`src/rtl/inp_addr_mapper.sv`:
```
// Maps a phoneme/word code to a burst of BURST_LEN template-table addresses starting at (code-1)*STRIDE.
// Define INP_MAP_CLAMP_EN to clamp codes above MAX_CODE instead of rejecting them.
module inp_addr_mapper #(
   parameter int IN_W      = 8,
   parameter int OUT_W     = 8,
   parameter int STRIDE    = 8,
   parameter int MAX_CODE  = 20,
   parameter int BURST_LEN = 8
) (
   input  logic             clk,
   input  logic             rst,
   input  logic             in_valid,
   output logic             in_ready,
   input  logic [IN_W-1:0]  in_code,
   output logic             out_valid,
   input  logic             out_ready,
   output logic [OUT_W-1:0] out_addr,
   output logic             out_last,
   output logic             busy,
   output logic             err
);

   localparam int BEAT_W = (BURST_LEN > 1) ? $clog2(BURST_LEN) : 1;
   localparam logic [BEAT_W-1:0] LAST_BEAT = BEAT_W'(BURST_LEN - 1);
   localparam logic [31:0]       MAX_U     = 32'(MAX_CODE);
   localparam logic [31:0]       STRIDE_U  = 32'(STRIDE);

   typedef enum logic {IDLE, BURST} state_e;

   state_e            state_q, state_d;
   logic [OUT_W-1:0]  base_q, base_d;
   logic [BEAT_W-1:0] beat_q, beat_d;
   logic              err_q, err_d;

   logic              code_ok;
   logic [31:0]       code_eff;

   always_comb begin
`ifdef INP_MAP_CLAMP_EN
      code_ok  = (in_code != '0);
      code_eff = (32'(in_code) > MAX_U) ? MAX_U : 32'(in_code);
`else
      code_ok  = (in_code != '0) && (32'(in_code) <= MAX_U);
      code_eff = 32'(in_code);
`endif
   end

   always_ff @(posedge clk or posedge rst) begin
      if (rst) begin
         state_q <= IDLE;
         base_q  <= '0;
         beat_q  <= '0;
         err_q   <= 1'b0;
      end else begin
         state_q <= state_d;
         base_q  <= base_d;
         beat_q  <= beat_d;
         err_q   <= err_d;
      end
   end

   always_comb begin
      state_d   = state_q;
      base_d    = base_q;
      beat_d    = beat_q;
      err_d     = 1'b0;
      in_ready  = 1'b0;
      out_valid = 1'b0;
      busy      = 1'b0;
      out_last  = 1'b0;
      case (state_q)
         IDLE: begin
            in_ready = 1'b1;
            if (in_valid) begin
               if (code_ok) begin
                  base_d  = OUT_W'((code_eff - 32'd1) * STRIDE_U);
                  beat_d  = '0;
                  state_d = BURST;
               end else begin
                  err_d = 1'b1;
               end
            end
         end
         BURST: begin
            out_valid = 1'b1;
            busy      = 1'b1;
            out_last  = (beat_q == LAST_BEAT);
            // Last handshake drops straight to IDLE; the input side opens one cycle later.
            if (out_ready) begin
               if (out_last) state_d = IDLE;
               else          beat_d  = beat_q + BEAT_W'(1);
            end
         end
         default: state_d = IDLE;
      endcase
   end

   assign out_addr = base_q + OUT_W'(beat_q);
   assign err      = err_q;

endmodule

```
`config.mk`:
```
export PLATFORM = sky130hd
export DESIGN_NAME = inp_addr_mapper
export DESIGN_NICKNAME = d
export VERILOG_FILES = /design/src/rtl/inp_addr_mapper.sv
export SDC_FILE = /design/constraint.sdc
export NUM_CORES = 1
export LEC_CHECK = 0
export BUFFER_PORTS_ARGS = -buffer_cell sky130_fd_sc_hd__buf_4
export CORE_AREA = 2 2 39 41
export CTS_CLUSTER_DIAMETER = 40
export DETAILED_ROUTE_END_ITERATION = 8
export DIE_AREA = 0 0 41 43
export PLACE_DENSITY = 0.72
export SYNTH_ARGS = -nofsm -noshare
export SYNTH_HDL_FRONTEND = slang
export SYNTH_SLANG_ARGS = --single-unit
```
`constraint.sdc`:
```
create_clock -name clk -period 2.8 [get_ports clk]
set_clock_uncertainty 0.15 [all_clocks]
set_input_delay 0 -clock clk [delete_from_list [all_inputs] [get_ports clk]]
set_output_delay 0 -clock clk [all_outputs]
set_load 0.02 [all_outputs]
```
==> results.ini, run 1 <==
[run_status]
status=complete, no violations

[sta]
worstMarginPinSlew_ps=359
hold_viol_final=0
finalMaxSlewViolations=0
tns_ps=0
holdWs_ps=60.9
max_slew_margin=0.758
min_period_over_period=0.753
rsz0062_at_grt=false
setup_violations=0
timing.fmax_ghz=0.474
fin_crit_ps=2110

[power]
p_clk_frac=0.165
p_switching_uw=299
p_per_area_nw_per_um2=928
p_comb_frac=0.510
p_seq_frac=0.325
intPower_uw=481
switching_share=0.383
p_total_uw=780
max-vdd-ir-drop_v=0.000475
p_leak_uw=0.000441

[setup_path]
critPathCaptureType=register
reg2reg_from=state_q
crit_required_ps=2850
path_cells=dlygate4sd3_1 -> buf_4 -> inv_1 -> ha_1 -> or4b_4 -> a31oi_1 -> dlygate4sd3_1
r2r_slack_ps=960
startpoint_type=input port
crit_arrival_ps=2160
cp_common_cell=dlygate4sd3_1
path_class=in2reg
r2r_cells=4
worstPathMaxFanout=5
worst_r2r_endpoint=base_q[6]
max_stage_delay_ps=560
cp_slowest_cell=dlygate4sd3_1

[synth]
syn_inst=52
yosysTopAreaCell=dfrtp_1
synth_seq_area_share=0.452
netlist_area_um2=553
ys_async_sr_fraction=1.00
synthMuxAreaShare=0.111
synth-compound-area-share=0.0837
synth_nets=67
synth-seq-cells=10
ys_warn_count=0
synth_cell_types=24
synthXorXnorAreaFrac=0.0475
synthTopCellsByCount=dfrtp_1, inv_1, nand2_1, nor2_1
synth_top_family_by_area=simple AND/OR/NAND/NOR gates
synth_area_leaders=dfrtp_1, ha_1, mux2_4
synth_edf_count=0
synth_most_common_cell=dfrtp_1
synth-simple-area-share=0.176
synth_area_per_cell_um2=10.6
synth_adder_area_share=0.0679
synth_top_area_frac=0.452
synthFlopType=dfrtp_1

[placed_design]
dp_hpwl_um=908
portBuffers=24
placed_area_um2=734
routabilityCongestion=0.779

[floorplan]
std_cell_rows=14
fp.coreArea_um2=1380
die_h_um=43
die_w_um=41
die_area_um2=1760
io_pins=25
start_util=0.400

[cells_and_area]
fillers=121
post-route-util=0.608
fin_nets=101
syn_to_final_growth_pct=52.0
num_antenna_cells=0
fin_area_um2=841
drive_above_1_share=0.388

[drt]
wl_per_cell_um=12.2
num_vias=497
post-route-drc-count=0
avgViaCountPerCell=4.92
initialDrtViolationCount=10
wirelength_um=1230
ant_nets=0
drt-pass1-iter-count=4

[cts]
clock_tree.buffer_depth=2
post_cts_buffers=0
clkTransAtPathRegs_ps=70
numCtsBuffers=3
cts_resized=0
cts-root-buf=clkbuf_4
insertion_delay_ps=260
htreeDepth=1
clkSinkCount=10
cts-hold-fix-buffers=7
cts_tree=built

[min_path]
hold_path.startpoint=in_code[3]
hold_class=in2reg
hold_depth=4
hold_end=state_q

[global_routing]
overflow=0
grt_pass1_vias=510
grt_max_degree=11
grt_usage=0.171
grt_pass1_wl_um=2010
grt_antenna_before_repair=0

[job]
max_cap_viol_count=0

[area by class of cell]
class	count	area, um^2	area share
sequential	10	250	0.298
clock buffer	4	36.3	0.0432
multi-input combinational	36	269	0.320
inverter	4	15.0	0.0179
tap	16	20.0	0.0238
timing repair buffer	31	250	0.298
[state kept, by name, indices dropped and copies added, names as in the netlist]
signal   count
base_q       5
beat_q       3
err          1
state_q      1
[power groups by stage]
stage,sequential [uW],clock [uW],combinational [uW]
final,254,129,398
after global routing,263,143,443
after detailed placement,258,0,389
after global placement,255,0,382
after CTS,255,133,404
after floorplan,332,0,155
[layout by cell type, fill, tap and decap left out, drive strengths merged]
cell type / count
buf: 24
dfrtp: 10
dlygate4sd3: 7
nor2: 4
nand2: 4
inv: 4
clkbuf: 4
xor2: 3
ha: 3
mux2: 3
nor2b: 2
o21ai: 2
nor3: 2
a31oi: 2
mux2i: 2
or4b: 1
nand2b: 1
and3: 1
a21oi: 1
a21bo: 1
a22o: 1
nand3b: 1
nand3: 1
and2: 1
[how the worst max path moves through the flow]
stage	from	end	slack, ps
floorplan	state_q	base_q[5]	1040
global placement	state_q	base_q[5]	1050
detailed placement	state_q	base_q[6]	980
CTS	in_code[0]	err	710
global route	in_code[0]	err	630
finish	in_code[0]	err	690
[stage by stage]
| step | cells | worst slack (ps) |
|---|---|---|
| floorplan | 52 | 1040 |
| global placement | 90 | 1050 |
| detailed placement | 90 | 981 |
| CTS | 101 | 711 |
| global route | 101 | 630 |
| finish | 101 | 692 |
[kinds of logic (layout without fill, tap and decap cells)]
| logic type | Yosys count | count (layout) |
|---|---|---|
| AO/OA/AOI/OAI | 7 | 7 |
| XOR/XNOR | 3 | 3 |
| adder cells (fa/ha/maj) | 3 | 3 |
| buffers and inverters | 6 | 39 |
| flip-flops | 10 | 10 |
| multiplexers | 5 | 5 |
| AND/OR/NAND/NOR | 18 | 18 |
[critical path: cells and delay by family]
kind / cells / cell delay, ps
buffers and inverters: 4 / 1300
and+or+nand+nor: 1 / 500
adders and majority gates: 1 / 200
AOI/OAI and AO/OA: 1 / 170
[metal layers]
metal | vias up | part of all wire | track usage | wire, um
li1 | 245 | - | - | -
met4 | 0 | 0 | 0.0600 | 0
met1 | 234 | 0.39 | 0.185 | 477
met2 | 18 | 0.55 | 0.306 | 680
met5 | - | 0 | 0 | 0
met3 | 0 | 0.062 | 0.0314 | 76
Power figures use the tool's default switching activity.
==> run 2: changes to the inputs <==
ABC_AREA = 1   (was unset)
CORE_AREA = unset   (was 2 2 39 41)
CORE_MARGIN = 1   (was unset)
CORE_UTILIZATION = 45   (was unset)
DIE_AREA = unset   (was 0 0 41 43)
PLACE_DENSITY = 0.76   (was 0.72)
clock period = 2.1 ns   (was 2.8 ns; I/O delays follow)
==> results.ini, run 2 <==
[run_status]
status=complete, no violations

[synth]
synth-seq-cells=10  ; unchanged
ys_warn_count=0  ; unchanged
synth_cell_types=18  ; -25%
synth_edf_count=0  ; unchanged
synthTopCellsByCount=nand2_1, inv_1, dfrtp_1
synth_area_leaders=dfrtp_1, nand2_1, inv_1
synth_area_per_cell_um2=8.09  ; -24%
syn_inst=73  ; +40%
synth_most_common_cell=nand2_1
synth_top_area_frac=0.424  ; -0.0288
netlist_area_um2=591  ; +6.8%
synth_seq_area_share=0.424  ; -0.0288
yosysTopAreaCell=dfrtp_1
ys_async_sr_fraction=1.00  ; unchanged
synthFlopType=dfrtp_1
synth_nets=88  ; +31%

[power]
max-vdd-ir-drop_v=0.000706  ; +49%
p_leak_uw=0.000561  ; +27%
p_per_area_nw_per_um2=1110  ; +19%
p_total_uw=1120  ; +44%

[cells_and_area]
syn_to_final_growth_pct=71.8
num_antenna_cells=0  ; unchanged
largest_reg_flops=5  ; unchanged
multi_input_area_um2=294  ; +9.3%
top_register=base_q
fillers=54  ; -55%
top_regs=base_q (5), beat_q (3)
finalNonFillerCells=133  ; +32%
final_cell_mix=nand2_1, buf_4, dlygate4sd3_1, dfrtp_1, inv_1
seq_area_um2=250  ; unchanged
drive_above_1_share=0.395  ; +0.00672
fin_nets=135  ; +34%

[global_routing]
overflow=0  ; unchanged
grt_antenna_before_repair=0  ; unchanged
grt_pass1_wl_um=2370  ; +17%
grt_pass1_vias=577  ; +13%
grt_max_degree=11  ; unchanged
grt_usage=0.246  ; +0.0749

[setup_path]
critPathCaptureType=register
crit_required_ps=2160  ; -690 ps
crit_arrival_ps=2050  ; -110 ps
startpoint_type=input port
worstPathMaxFanout=8  ; +3
path_class=in2reg

[sta]
max_slew_margin=0.748  ; -0.0100
fin_crit_ps=1990
worstMarginPinSlew_ps=378  ; +18.4 ps
finalMaxSlewViolations=0  ; unchanged
min_period_over_period=0.947
hold_viol_final=0  ; unchanged
layout_setup_ws_ps=110  ; -581 ps
setup_violations=0  ; unchanged
timing.fmax_ghz=0.503

[cts]
htreeDepth=1  ; unchanged
cts_tree=built
insertion_delay_ps=270  ; about the same
clkSinkCount=10  ; unchanged
clock_tree.buffer_depth=2  ; unchanged
numCtsBuffers=3  ; unchanged
clkTransAtPathRegs_ps=70  ; about the same
cts-root-buf=clkbuf_4

[floorplan]
die_h_um=38.2  ; -11%
fp.coreArea_um2=1160  ; -16%
die_w_um=38.2  ; -6.8%
io_pins=25  ; unchanged
std_cell_rows=12  ; -2
die_area_um2=1460  ; -17%
start_util=0.511  ; +0.111

[drt]
drt-pass1-iter-count=4  ; unchanged
num_vias=634  ; +28%
post-route-drc-count=0  ; unchanged
ant_nets=0  ; unchanged
wl_per_cell_um=12.0  ; -2.1%
wirelength_um=1590  ; +29%
avgViaCountPerCell=4.77  ; -3.1%
initialDrtViolationCount=7  ; -3

[min_path]
hold_class=in2async

[placed_design]
dp_hpwl_um=966  ; +6.5%
routabilityCongestion=0.653  ; -16%
portBuffers=24  ; unchanged
dp_slack_ps=574  ; -407 ps
dp.cells=110  ; +22%

[job]
max_cap_viol_count=0  ; unchanged

run 2: changes by cell type after synthesis, moves of 3 or more:
cell,previous run,this run
nor2_1,4,1
o21ai_1,0,3
nand2_1,4,28
nand2_2,0,3
inv_1,4,11
run 2: area by class of cell:
cell class                 count  share of cell area
sequential                    10               0.247
multi-input combinational     48               0.290
clock buffer                   4              0.0358
timing repair buffer          43               0.358
tap                           14              0.0173
inverter                      14              0.0530
run 2: repair_timing:
| item | in CTS | in global routing |
|---|---|---|
| hold endpoints to repair | 17 | 0 |
| endpoints found under the setup margin | 0 | 3 |
| resized for setup | 0 | 5 |
| buffers inserted | 0 | 3 |
| hold buffers | 16 | 0 |
run 2: cell families after synthesis:
family | after synthesis | share of synthesized area
xor+xnor | 1 | 0.0148
fa+ha+maj | 3 | 0.0636
compound gates | 4 | 0.0339
buf+inv | 15 | 0.104
flops | 10 | 0.424
simple gates | 40 | 0.360
run 2: power by group:
group | switching (uW) | leakage (uW) | internal (uW)
clock network | 74.7 | 0.0000210 | 105
registers | 75.5 | 0.000126 | 280
logic | 318 | 0.000414 | 270
total | 468 | 0.000561 | 656
run 2: through the flow:
| stage | area [um^2] | utilization | hold WS, ps | setup TNS [ps] |
|---|---|---|---|---|
| after global placement | 781 | 0.675 | -147 | 0 |
| after detailed placement | 781 | 0.675 | -141 | 0 |
| after floorplan | 591 | - | -310 | 0 |
| final | 1010 | 0.878 | 111 | 0 |
| after global routing | 1010 | 0.878 | 145 | -2.66 |
| after CTS | 977 | 0.845 | 128 | 0 |
run 2: worst paths after layout:
| check | slack, ps | depth (start not counted) | startpoint | to |
|---|---|---|---|---|
| setup / recovery | 110 | 12 | in_code[1] | state_q |
| hold / removal | 110 | 3 | rst | err |
| setup reg to reg | 240 | 7 | state_q | state_q |
| hold reg to reg | 340 | 2 | base_q[5] | base_q[5] |
| max in group asynchronous | 1420 | 3 | rst | base_q[7] |
| min in group clk | 340 | 2 | base_q[5] | base_q[5] |
run 2: routing by layer:
metal / GRT usage / up-vias / part of all wire
met5: 0 / - / 0
met3: 0.0349 / 5 / 0.034
met1: 0.268 / 289 / 0.44
met4: 0.134 / 0 / 0.022
li1: - / 314 / -
met2: 0.449 / 26 / 0.51
run 2: worst max-delay path: stages:
cell and delay (ps):
dlygate4sd3_1 540, buf_4 130, inv_2 70, ha_4 150
inv_1 50, nand2_2 70, nand2_2 70, nand2_4 70
nand4_4 130, buf_4 180, nand2_1 50, dlygate4sd3_1 540
